### src/rtl/mul_div_unit_if.sv
// Request/response bundle between an initiator and the iterative multiply/divide unit.
// Handshake: start is the valid, !busy is the ready; an op is accepted on a rising edge with start && !busy.
interface mul_div_unit_if #(
  parameter int WIDTH = 32
);
  logic             start;
  logic [1:0]       op;
  logic [WIDTH-1:0] a;
  logic [WIDTH-1:0] b;
  logic             busy;
  logic             done;
  logic [WIDTH-1:0] result_lo;
  logic [WIDTH-1:0] result_hi;
  logic             div_by_zero;

  modport master (
    output start, op, a, b,
    input  busy, done, result_lo, result_hi, div_by_zero
  );

  modport slave (
    input  start, op, a, b,
    output busy, done, result_lo, result_hi, div_by_zero
  );
endinterface

### src/rtl/mul_div_unit.sv
// Iterative radix-2 multiply (shift-add) / restoring divide unit with a 2*WIDTH result.
// Signed ops run the unsigned loop on magnitudes; signs are fixed up on entry to DONE.
module mul_div_unit #(
  parameter int WIDTH = 32
) (
  input  logic              clk,
  input  logic              rst_n,
  mul_div_unit_if.slave     bus,
  output logic [1:0]        state_dbg
);
  localparam int CW = $clog2(WIDTH) + 1;

  typedef enum logic [1:0] {
    IDLE = 2'd0,
    CALC = 2'd1,
    DONE = 2'd2
  } state_t;

  state_t state, state_next;

  logic [CW-1:0]      cnt;
  logic [WIDTH:0]     acc;
  logic [WIDTH-1:0]   low;
  logic [WIDTH-1:0]   opd;
  logic               is_div;
  logic               neg_q;
  logic               neg_r;
  logic [WIDTH-1:0]   res_lo;
  logic [WIDTH-1:0]   res_hi;
  logic               dbz;
  logic               busy_c;
  logic               done_c;

  logic               sign_a, sign_b, div_zero, accept, last_iter;
  logic [WIDTH-1:0]   mag_a, mag_b;
  logic [WIDTH:0]     acc_n, mul_sum, div_shift;
  logic [WIDTH-1:0]   low_n;
  logic [2*WIDTH-1:0] prod, prod_fix;
  logic [WIDTH-1:0]   quot_fix, rem_fix;

  always_comb begin
    sign_a    = bus.op[0] & bus.a[WIDTH-1];
    sign_b    = bus.op[0] & bus.b[WIDTH-1];
    mag_a     = sign_a ? (~bus.a + 1'b1) : bus.a;
    mag_b     = sign_b ? (~bus.b + 1'b1) : bus.b;
    div_zero  = bus.op[1] && (bus.b == '0);
    accept    = (state == IDLE) && bus.start;
    last_iter = (cnt == CW'(WIDTH - 1));
  end

  // One loop step. Multiply keeps the partial product in acc with the multiplier
  // shifting out of low; divide shifts the dividend out of low into the remainder.
  always_comb begin
    mul_sum   = '0;
    div_shift = '0;
    acc_n     = acc;
    low_n     = low;
    if (is_div) begin
      div_shift = {acc[WIDTH-1:0], low[WIDTH-1]};
      if (div_shift >= {1'b0, opd}) begin
        acc_n = div_shift - {1'b0, opd};
        low_n = {low[WIDTH-2:0], 1'b1};
      end else begin
        acc_n = div_shift;
        low_n = {low[WIDTH-2:0], 1'b0};
      end
    end else begin
      mul_sum = low[0] ? (acc + {1'b0, opd}) : acc;
      acc_n   = {1'b0, mul_sum[WIDTH:1]};
      low_n   = {mul_sum[0], low[WIDTH-1:1]};
    end
  end

  always_comb begin
    prod     = {acc_n[WIDTH-1:0], low_n};
    prod_fix = neg_q ? (~prod + 1'b1) : prod;
    quot_fix = neg_q ? (~low_n + 1'b1) : low_n;
    rem_fix  = neg_r ? (~acc_n[WIDTH-1:0] + 1'b1) : acc_n[WIDTH-1:0];
  end

  always_ff @(posedge clk or negedge rst_n) begin
    if (!rst_n) begin
      state <= IDLE;
    end else begin
      state <= state_next;
    end
  end

  always_comb begin
    state_next = state;
    case (state)
      IDLE:    if (bus.start) state_next = div_zero ? DONE : CALC;
      CALC:    if (last_iter) state_next = DONE;
      DONE:    state_next = IDLE;
      default: state_next = IDLE;
    endcase
  end

  always_comb begin
    busy_c = (state != IDLE);
    done_c = (state == DONE);
  end

  always_ff @(posedge clk or negedge rst_n) begin
    if (!rst_n) begin
      cnt    <= '0;
      acc    <= '0;
      low    <= '0;
      opd    <= '0;
      is_div <= 1'b0;
      neg_q  <= 1'b0;
      neg_r  <= 1'b0;
      res_lo <= '0;
      res_hi <= '0;
      dbz    <= 1'b0;
    end else if (accept) begin
      cnt    <= '0;
      acc    <= '0;
      is_div <= bus.op[1];
      neg_q  <= sign_a ^ sign_b;
      neg_r  <= sign_a;
      dbz    <= div_zero;
      if (bus.op[1]) begin
        low <= mag_a;
        opd <= mag_b;
      end else begin
        low <= mag_b;
        opd <= mag_a;
      end
      // Divide by zero skips the loop: all-ones quotient, untouched dividend as remainder.
      if (div_zero) begin
        res_lo <= '1;
        res_hi <= bus.a;
      end
    end else if (state == CALC) begin
      acc <= acc_n;
      low <= low_n;
      if (last_iter) begin
        if (is_div) begin
          res_lo <= quot_fix;
          res_hi <= rem_fix;
        end else begin
          res_lo <= prod_fix[WIDTH-1:0];
          res_hi <= prod_fix[2*WIDTH-1:WIDTH];
        end
      end else begin
        cnt <= cnt + 1'b1;
      end
    end
  end

  assign bus.busy        = busy_c;
  assign bus.done        = done_c;
  assign bus.result_lo   = res_lo;
  assign bus.result_hi   = res_hi;
  assign bus.div_by_zero = dbz;
  assign state_dbg       = state;
endmodule

### src/flat_wrapper.sv
// flat-port wrapper written by rule: the top's interface ports become plain ports
module mul_div_unit_flat 
#(
  parameter int WIDTH = 32
)
  (clk, rst_n, state_dbg, bus_start, bus_op, bus_a, bus_b, bus_busy, bus_done, bus_result_lo, bus_result_hi, bus_div_by_zero);
  mul_div_unit_if #(.WIDTH(WIDTH)) bus_i ();
  input  logic clk;
  input  logic rst_n;
  output logic [1:0] state_dbg;
  input wire logic [$bits(bus_i.start)-1:0] bus_start;
  input wire logic [$bits(bus_i.op)-1:0] bus_op;
  input wire logic [$bits(bus_i.a)-1:0] bus_a;
  input wire logic [$bits(bus_i.b)-1:0] bus_b;
  output wire logic [$bits(bus_i.busy)-1:0] bus_busy;
  output wire logic [$bits(bus_i.done)-1:0] bus_done;
  output wire logic [$bits(bus_i.result_lo)-1:0] bus_result_lo;
  output wire logic [$bits(bus_i.result_hi)-1:0] bus_result_hi;
  output wire logic [$bits(bus_i.div_by_zero)-1:0] bus_div_by_zero;
  assign bus_i.start = bus_start;
  assign bus_i.op = bus_op;
  assign bus_i.a = bus_a;
  assign bus_i.b = bus_b;
  assign bus_busy = bus_i.busy;
  assign bus_done = bus_i.done;
  assign bus_result_lo = bus_i.result_lo;
  assign bus_result_hi = bus_i.result_hi;
  assign bus_div_by_zero = bus_i.div_by_zero;
  mul_div_unit #(.WIDTH(WIDTH)) u_core (.clk(clk), .rst_n(rst_n), .bus(bus_i), .state_dbg(state_dbg));
endmodule
### config.mk
export PLATFORM = sky130hd
export DESIGN_NAME = mul_div_unit_flat
export DESIGN_NICKNAME = d
export VERILOG_FILES = /design/src/rtl/mul_div_unit_if.sv /design/src/rtl/mul_div_unit.sv /design/src/flat_wrapper.sv
export SDC_FILE = /design/constraint.sdc
export NUM_CORES = 1
export LEC_CHECK = 0
export ABC_AREA = 1
export BUFFER_PORTS_ARGS = -buffer_cell sky130_fd_sc_hd__buf_2
export CAP_MARGIN = 40
export CELL_PAD_IN_SITES_DETAIL_PLACEMENT = 0
export CELL_PAD_IN_SITES_GLOBAL_PLACEMENT = 1
export CORE_ASPECT_RATIO = 0.7
export CORE_UTILIZATION = 25
export CTS_CLUSTER_SIZE = 14
export DETAILED_ROUTE_END_ITERATION = 10
export PLACE_DENSITY = 0.63
export RECOVER_POWER = 25
export SLEW_MARGIN = 40
export SYNTH_ARGS = -nofsm -noshare
export SYNTH_HDL_FRONTEND = slang
export SYNTH_SLANG_ARGS = --single-unit
### constraint.sdc
create_clock -name clk -period 5.7 [get_ports clk]
set_clock_uncertainty 0.2 [all_clocks]
set_input_delay 0.285 -clock clk [delete_from_list [all_inputs] [get_ports clk]]
set_output_delay 0.285 -clock clk [all_outputs]
set_load 0.03 [all_outputs]
==> Yosys cells after proc, flatten, opt, wreduce, memory -nomap -nowiden <==
Cells that the tools add are included.
{ "totals": {"latchBits": 0, "ramBits": 0, "elab_cells": 78, "mem_count": 0, "register_bits": 173, "output_inout_bits": 69, "rom_bits": 0, "inputBits": 69} }
{ "op_classes": {"shift": 0, "addsub": 8, "eq_ne": 7, "div_mod_pow": 0, "muxes": 33, "n_mul": 0, "bitwise": 8, "n_reduce_logical": 10, "magnitude_cmp": 1} }
{ "op_table": {"columns": ["operator", "count"], "rows": [
  ["32-bit two-way mux", 19],
  ["33-bit two-way mux", 5],
  ["32-bit by 1-bit adder with 32-bit output (second input constant)", 4],
  ["32-bit inverter", 4],
  ["64-bit by 1-bit adder with 64-bit output (second input constant)", 1],
  ["64-bit two-way mux", 1],
  ["64-bit inverter", 1],
  ["33-bit by 32-bit adder with 33-bit output", 1],
  ["33-bit by 32-bit greater-or-equal comparator with 1-bit output", 1],
  ["33-bit by 32-bit subtractor with 33-bit output", 1],
  ["32-bit logical NOT", 1],
  ["6-bit two-way mux", 3],
  ["6-bit by 1-bit adder with 6-bit output (second input constant)", 1],
  ["6-bit by 5-bit == test with 1-bit output (second input constant)", 1],
  ["2-bit two-way mux", 3],
  ["2-bit by 1-bit != test with 1-bit output (second input constant)", 3],
  ["2-bit nonzero test", 3],
  ["2-bit one-hot mux with 2 select lines", 1],
  ["2-bit AND reduction", 2],
  ["3-bit AND reduction", 1],
  ["1-bit bitwise AND", 2],
  ["2-bit by 1-bit == test with 1-bit output (second input constant)", 1],
  ["2-bit == test (second input constant)", 1],
  ["1-bit logical AND", 2],
  ["other kinds (4)", 4]
]} }

==> Logic depth before layout (Yosys ltp) <==
{ "depth": {"ltp_word": 10, "ltp_mapped": 32, "mapped_depth_nobuf": 32} }

==> Worst setup path after synthesis <==
Ideal clock, no wire load.
{ "synth_timing": {"path_kind": "flip-flop to flip-flop", "start": "register u_core.opd[28]", "end": "register u_core.res_hi[28] (netlist: u_core.bus.result_hi[28])", "arrival_time_ns": 3.429, "path_stages_with_launch": 30, "synth_period_minus_slack_ns": 3.746, "path_buffers": 0, "setup_ns": 0.117, "slack_ns": 1.954, "required_time_ns": 5.383, "path_cell_list": "dfrtp_1 > inv_1 > ha_1 > nand2_1 > inv_2 > nand2_1 > nand2_1 > a21oi_1 > nand2_2 > nor2_8 > nand3_1 > nand2_1 > ha_1 > inv_1 > nor3_2 > nand2_1 > nor2_2 > nand4_1 > nor2_1 > inv_2 > o21ai_4 > nand3_2 > nor2_4 > nand2_1 > a21oi_2 > nand2_1 > nand3_1 > nand3_1 > nand2_1 > nand2_1"} }
{ "synth_between": {"elab_chain_len": 10, "word_cells_on_any_way": 18, "classes_between": "add/sub: 4; order compare: 1; mux: 11; bitwise: 2"} }
{ "synth_lines": {"columns": ["item", "line", "rtl"], "rows": [
  ["start, declared", "mul_div_unit.sv:24", "logic [WIDTH-1:0] opd;"],
  ["start signal, assigned", "mul_div_unit.sv:125", "opd <= mag_b;"],
  ["start signal, assigned", "mul_div_unit.sv:128", "opd <= mag_a;"],
  ["33-bit by 32-bit adder with 33-bit output, or another cell as far along", "mul_div_unit.sv:68", "mul_sum = low[0] ? (acc + {1'b0, opd}) : acc;"],
  ["33-bit two-way mux, or another cell as far along", "mul_div_unit.sv:68", null],
  ["33-bit two-way mux or 32-bit two-way mux (tied branches)", "mul_div_unit.sv:58", "if (is_div) begin"],
  ["64-bit inverter or 32-bit inverter (tied branches)", "mul_div_unit.sv:76, mul_div_unit.sv:78", null],
  ["64-bit by 1-bit adder with 64-bit output or 32-bit by 1-bit adder with 32-bit output (tied branches)", "mul_div_unit.sv:76, mul_div_unit.sv:78", null],
  ["64-bit two-way mux or 32-bit two-way mux (tied branches)", "mul_div_unit.sv:76, mul_div_unit.sv:78", null],
  ["32-bit two-way mux *", "mul_div_unit.sv:139", "if (is_div) begin"],
  ["32-bit two-way mux *", "mul_div_unit.sv:138", "if (last_iter) begin"],
  ["32-bit two-way mux *", "mul_div_unit.sv:135", "end else if (state == CALC) begin"],
  ["32-bit two-way mux *", "mul_div_unit.sv:116", "end else if (accept) begin"],
  ["end signal, assigned", "mul_div_unit.sv:133", "res_hi <= bus.a;"],
  ["end signal, assigned", "mul_div_unit.sv:141", "res_hi <= rem_fix;"],
  ["end signal, assigned", "mul_div_unit.sv:144", "res_hi <= prod_fix[2*WIDTH-1:WIDTH];"],
  ["end, declared", "mul_div_unit.sv:29", "logic [WIDTH-1:0] res_hi;"]
]} }
Mark *: on every way between the ends. The rest lies on a longest branch, timed or not. The select of a mux whose other input is x is not followed.
A chain may end at the register's enable or synchronous reset.

==> Final worst setup path <==
{ "layout_timing": {"start": "register u_core.opd[3]", "end": "register u_core.res_hi[14] (netlist: u_core.bus.result_hi[14])"} }
The elaborated chain is that of the path after synthesis.

==> results_dict.tcl <==
set metrics [dict create \
    status "finished with violations" \
    violations "capacitance limit, slew limit" \
    rsz0062_at_grt "false" \
    crit_path_end_kind "flip-flop" \
    wl_mm 90.1 \
    synthesis.area_um2 18100 \
    start_kind "flip-flop" \
    drive_gt1_frac 0.0968 \
    yosysWarnings 0 \
    setup_slack_ps 613 \
    max_freq_mhz 197 \
    ys.flop_type "dfrtp_1" \
    clockBufferDepth 2 \
    instances_no_fill 4119 \
    start_util 0.252 \
    dieArea_um2 73300 \
    critPathArrivalTime_ps 5270 \
    worstSetupStartpoint "u_core.opd[3]" \
    grt_pass1_wl_mm 130 \
    synth_seq_cells 173 \
    yosysTopAreaCell "dfrtp_1" \
    max_stage_delay_ps 410 \
    portBuffers 137 \
    syn-num-nets 3182 \
    cts_setup_buffers 0 \
    fin_setup_tns_ps 0 \
    yosysUniqueCellTypes 63 \
    place_congestion 0.999 \
    grt_use_total 0.244 \
    synth_top_family_by_area "simple AND/OR/NAND/NOR gates" \
    vias 20700 \
    crit_top_cell "nand2_1" \
    yosys.area_share.simple 0.386 \
    num_io_pins 138 \
    core_area_um2 71500 \
    crit_path_max_fanout 20 \
    worstPathRequired_ps 5880 \
    critPathTopFamily "simple AND/OR/NAND/NOR gates" \
    path_class "flip-flop to flip-flop" \
    synthTopCellsByArea "dfrtp_1, nand2_1, inv_1, nand3_1, nor2_1" \
    die_w_um 323 \
    num_rows 82 \
    period_needed_ps 5090 \
    r2r_slack_ps 610 \
    fin_nets 3278 \
    post_drt_wl_per_cell_um 21.9 \
    drt_first_pass_iters 5 \
    syn_inst 3042 \
    crit_end "u_core.bus.result_hi[14]" \
    syn-mean-instance-area_um2 5.93 \
    maxCapViolCount 1 \
    dp_slack_ps 759 \
    crit_buf_inv 4 \
    async_reset_ff_frac 1.00 \
    maxSlewHeadroom -0.766 \
    synth_xor_xnor_area_share 0.0417 \
    synth_common_cells "nand2_1, inv_1, nor2_1" \
    rr_endpoint "u_core.bus.result_hi[14]" \
    yosysSeqAreaShare 0.240 \
    grt_max_degree 91 \
    synth_edf_count 0 \
    cts_tree "yes" \
    yosysMostFrequentCell "nand2_1" \
    clk_pin_slew_ps 80 \
    cp.depth 31 \
    synth_compound_area_frac 0.156 \
    synth_top_area_share 0.240 \
    synthMuxAreaShare 0.000554 \
    htree_levels 4 \
    worst_pin_slew_ps 2650 \
    r2r_start "u_core.opd[3]" \
    antenna_left 0 \
    post-route-period-util 0.892 \
    drt_iter0_drc 2687 \
    cts-root-buf "clkbuf_16" \
    routed_via_density 5.03 \
    grt_pass1_vias 18700 \
    cts.sinks 173 \
    hold_viol 0 \
    final-setup-viol-count 0 \
    fp.dieH_um 227 \
    yosys.area_share.adder 0.0500 \
    cp_slowest_cell "dfrtp_1" \
    antenna_found_initial 3 \
    dp_hpwl_mm 73.1 \
    synthToLayoutAreaGrowth_pct 13.5 \
    overflow 0 \
    fillers 8340 \
    drv_slew 91 \
    reg2reg_depth 31 \
    drc 0 \
    insertion_delay_ps 500 \
    dpl.cell_count 4071 \
    numCtsBuffers 17 \
    hold_path.class "input port to flip-flop" \
]
-- worst min path at each step --
| stage | start | to | slack (ps) | depth (start not counted) |
|---|---|---|---|---|
| 6_report | bus_a[17] | u_core.bus.result_hi[17] | 20 | 5 |
| 5_1_grt | bus_a[28] | u_core.bus.result_hi[28] | 30 | 5 |
| 4_1_cts | bus_a[17] | u_core.bus.result_hi[17] | 0.008 | 5 |
| 3_5_place_dp | rst_n | u_core.bus.result_hi[25] | 100 | 1 |
| 3_3_place_gp | rst_n | u_core.acc[28] | 260 | 1 |
| 2_1_floorplan | rst_n | u_core.acc[0] | -210 | 0 |
-- flip-flops by register name, summed over array words and instances (netlist names), 2 cells and up --
name,count
u_core.bus.result_hi,32
u_core.acc,33
u_core.bus.result_lo,32
u_core.cnt,6
u_core.state_dbg,2
u_core.opd,32
u_core.low,32
-- placed cells by master (no fill, tap or decap), types with 15 or more instances in the layout --
master	count
a21oi_1	151
a31oi_1	15
buf_2	121
buf_4	29
clkbuf_1	16
clkbuf_16	17
dfrtp_1	171
ha_1	69
inv_1	447
inv_2	22
nand2_1	1002
nand2_2	26
nand3_1	214
nand4_1	29
nor2_1	266
nor2_2	27
nor3_1	25
o211ai_1	25
o21ai_0	150
o21ai_1	21
o221ai_1	24
o22ai_1	33
xnor2_1	23
xor2_1	59
-- worst reg2reg max path: cells and delay by family, from the launching register on --
kind	cells	cell delay, ps
AND/OR/NAND/NOR	24	3350
flip-flops	1	410
adder cells (fa/ha/maj)	2	570
AO/OA/AOI/OAI	1	140
buffers and inverters	4	320
-- routing by layer --
metal	part of all wire	GRT usage	wire length (um)
met1	0.50	0.384	45200
met2	0.38	0.316	33900
met3	0.11	0.0704	9610
met4	0.015	0.0437	1340
met5	0	0	0
-- metrics by stage --
| stage | utilization | instance area (um2) | hold WS (ps) |
|---|---|---|---|
| finish | 0.287 | 20500 | 18.3 |
| global route | 0.287 | 20500 | 33.2 |
| CTS | 0.287 | 20500 | 0.00755 |
| detailed placement | 0.276 | 19800 | 101 |
| global placement | 0.276 | 19700 | 257 |
| floorplan | - | 18100 | -211 |
-- layout make-up --
class	count	area (um2)	share of cell area
tap	966	1210	0.0590
inverter	474	1780	0.0868
sequential	173	4330	0.211
antenna	2	5.00	0.000244
clock inverter	13	165	0.00806
timing repair buffer	181	1040	0.0505
multi-input combinational	2291	11500	0.562
clock buffer	19	443	0.0216
-- logic make-up (layout without fill, tap and decap cells) --
logic type / count (synthesis) / in the layout
other: 0 / 2
AO/OA/AOI/OAI: 481 / 481
XOR/XNOR: 86 / 86
adder cells (fa/ha/maj): 71 / 71
multiplexers: 1 / 1
AND/OR/NAND/NOR: 1652 / 1652
flip-flops: 173 / 173
buffers and inverters: 578 / 687
-- timing repair --
action | CTS | global route
resized for setup | 0 | 0
hold buffers | 14 | 0
endpoints found under the hold margin | 100 | 0
Power is left out: the tool's default activity adds up to more than one toggle a clock period on the data nets, which glitch-free logic cannot reach.
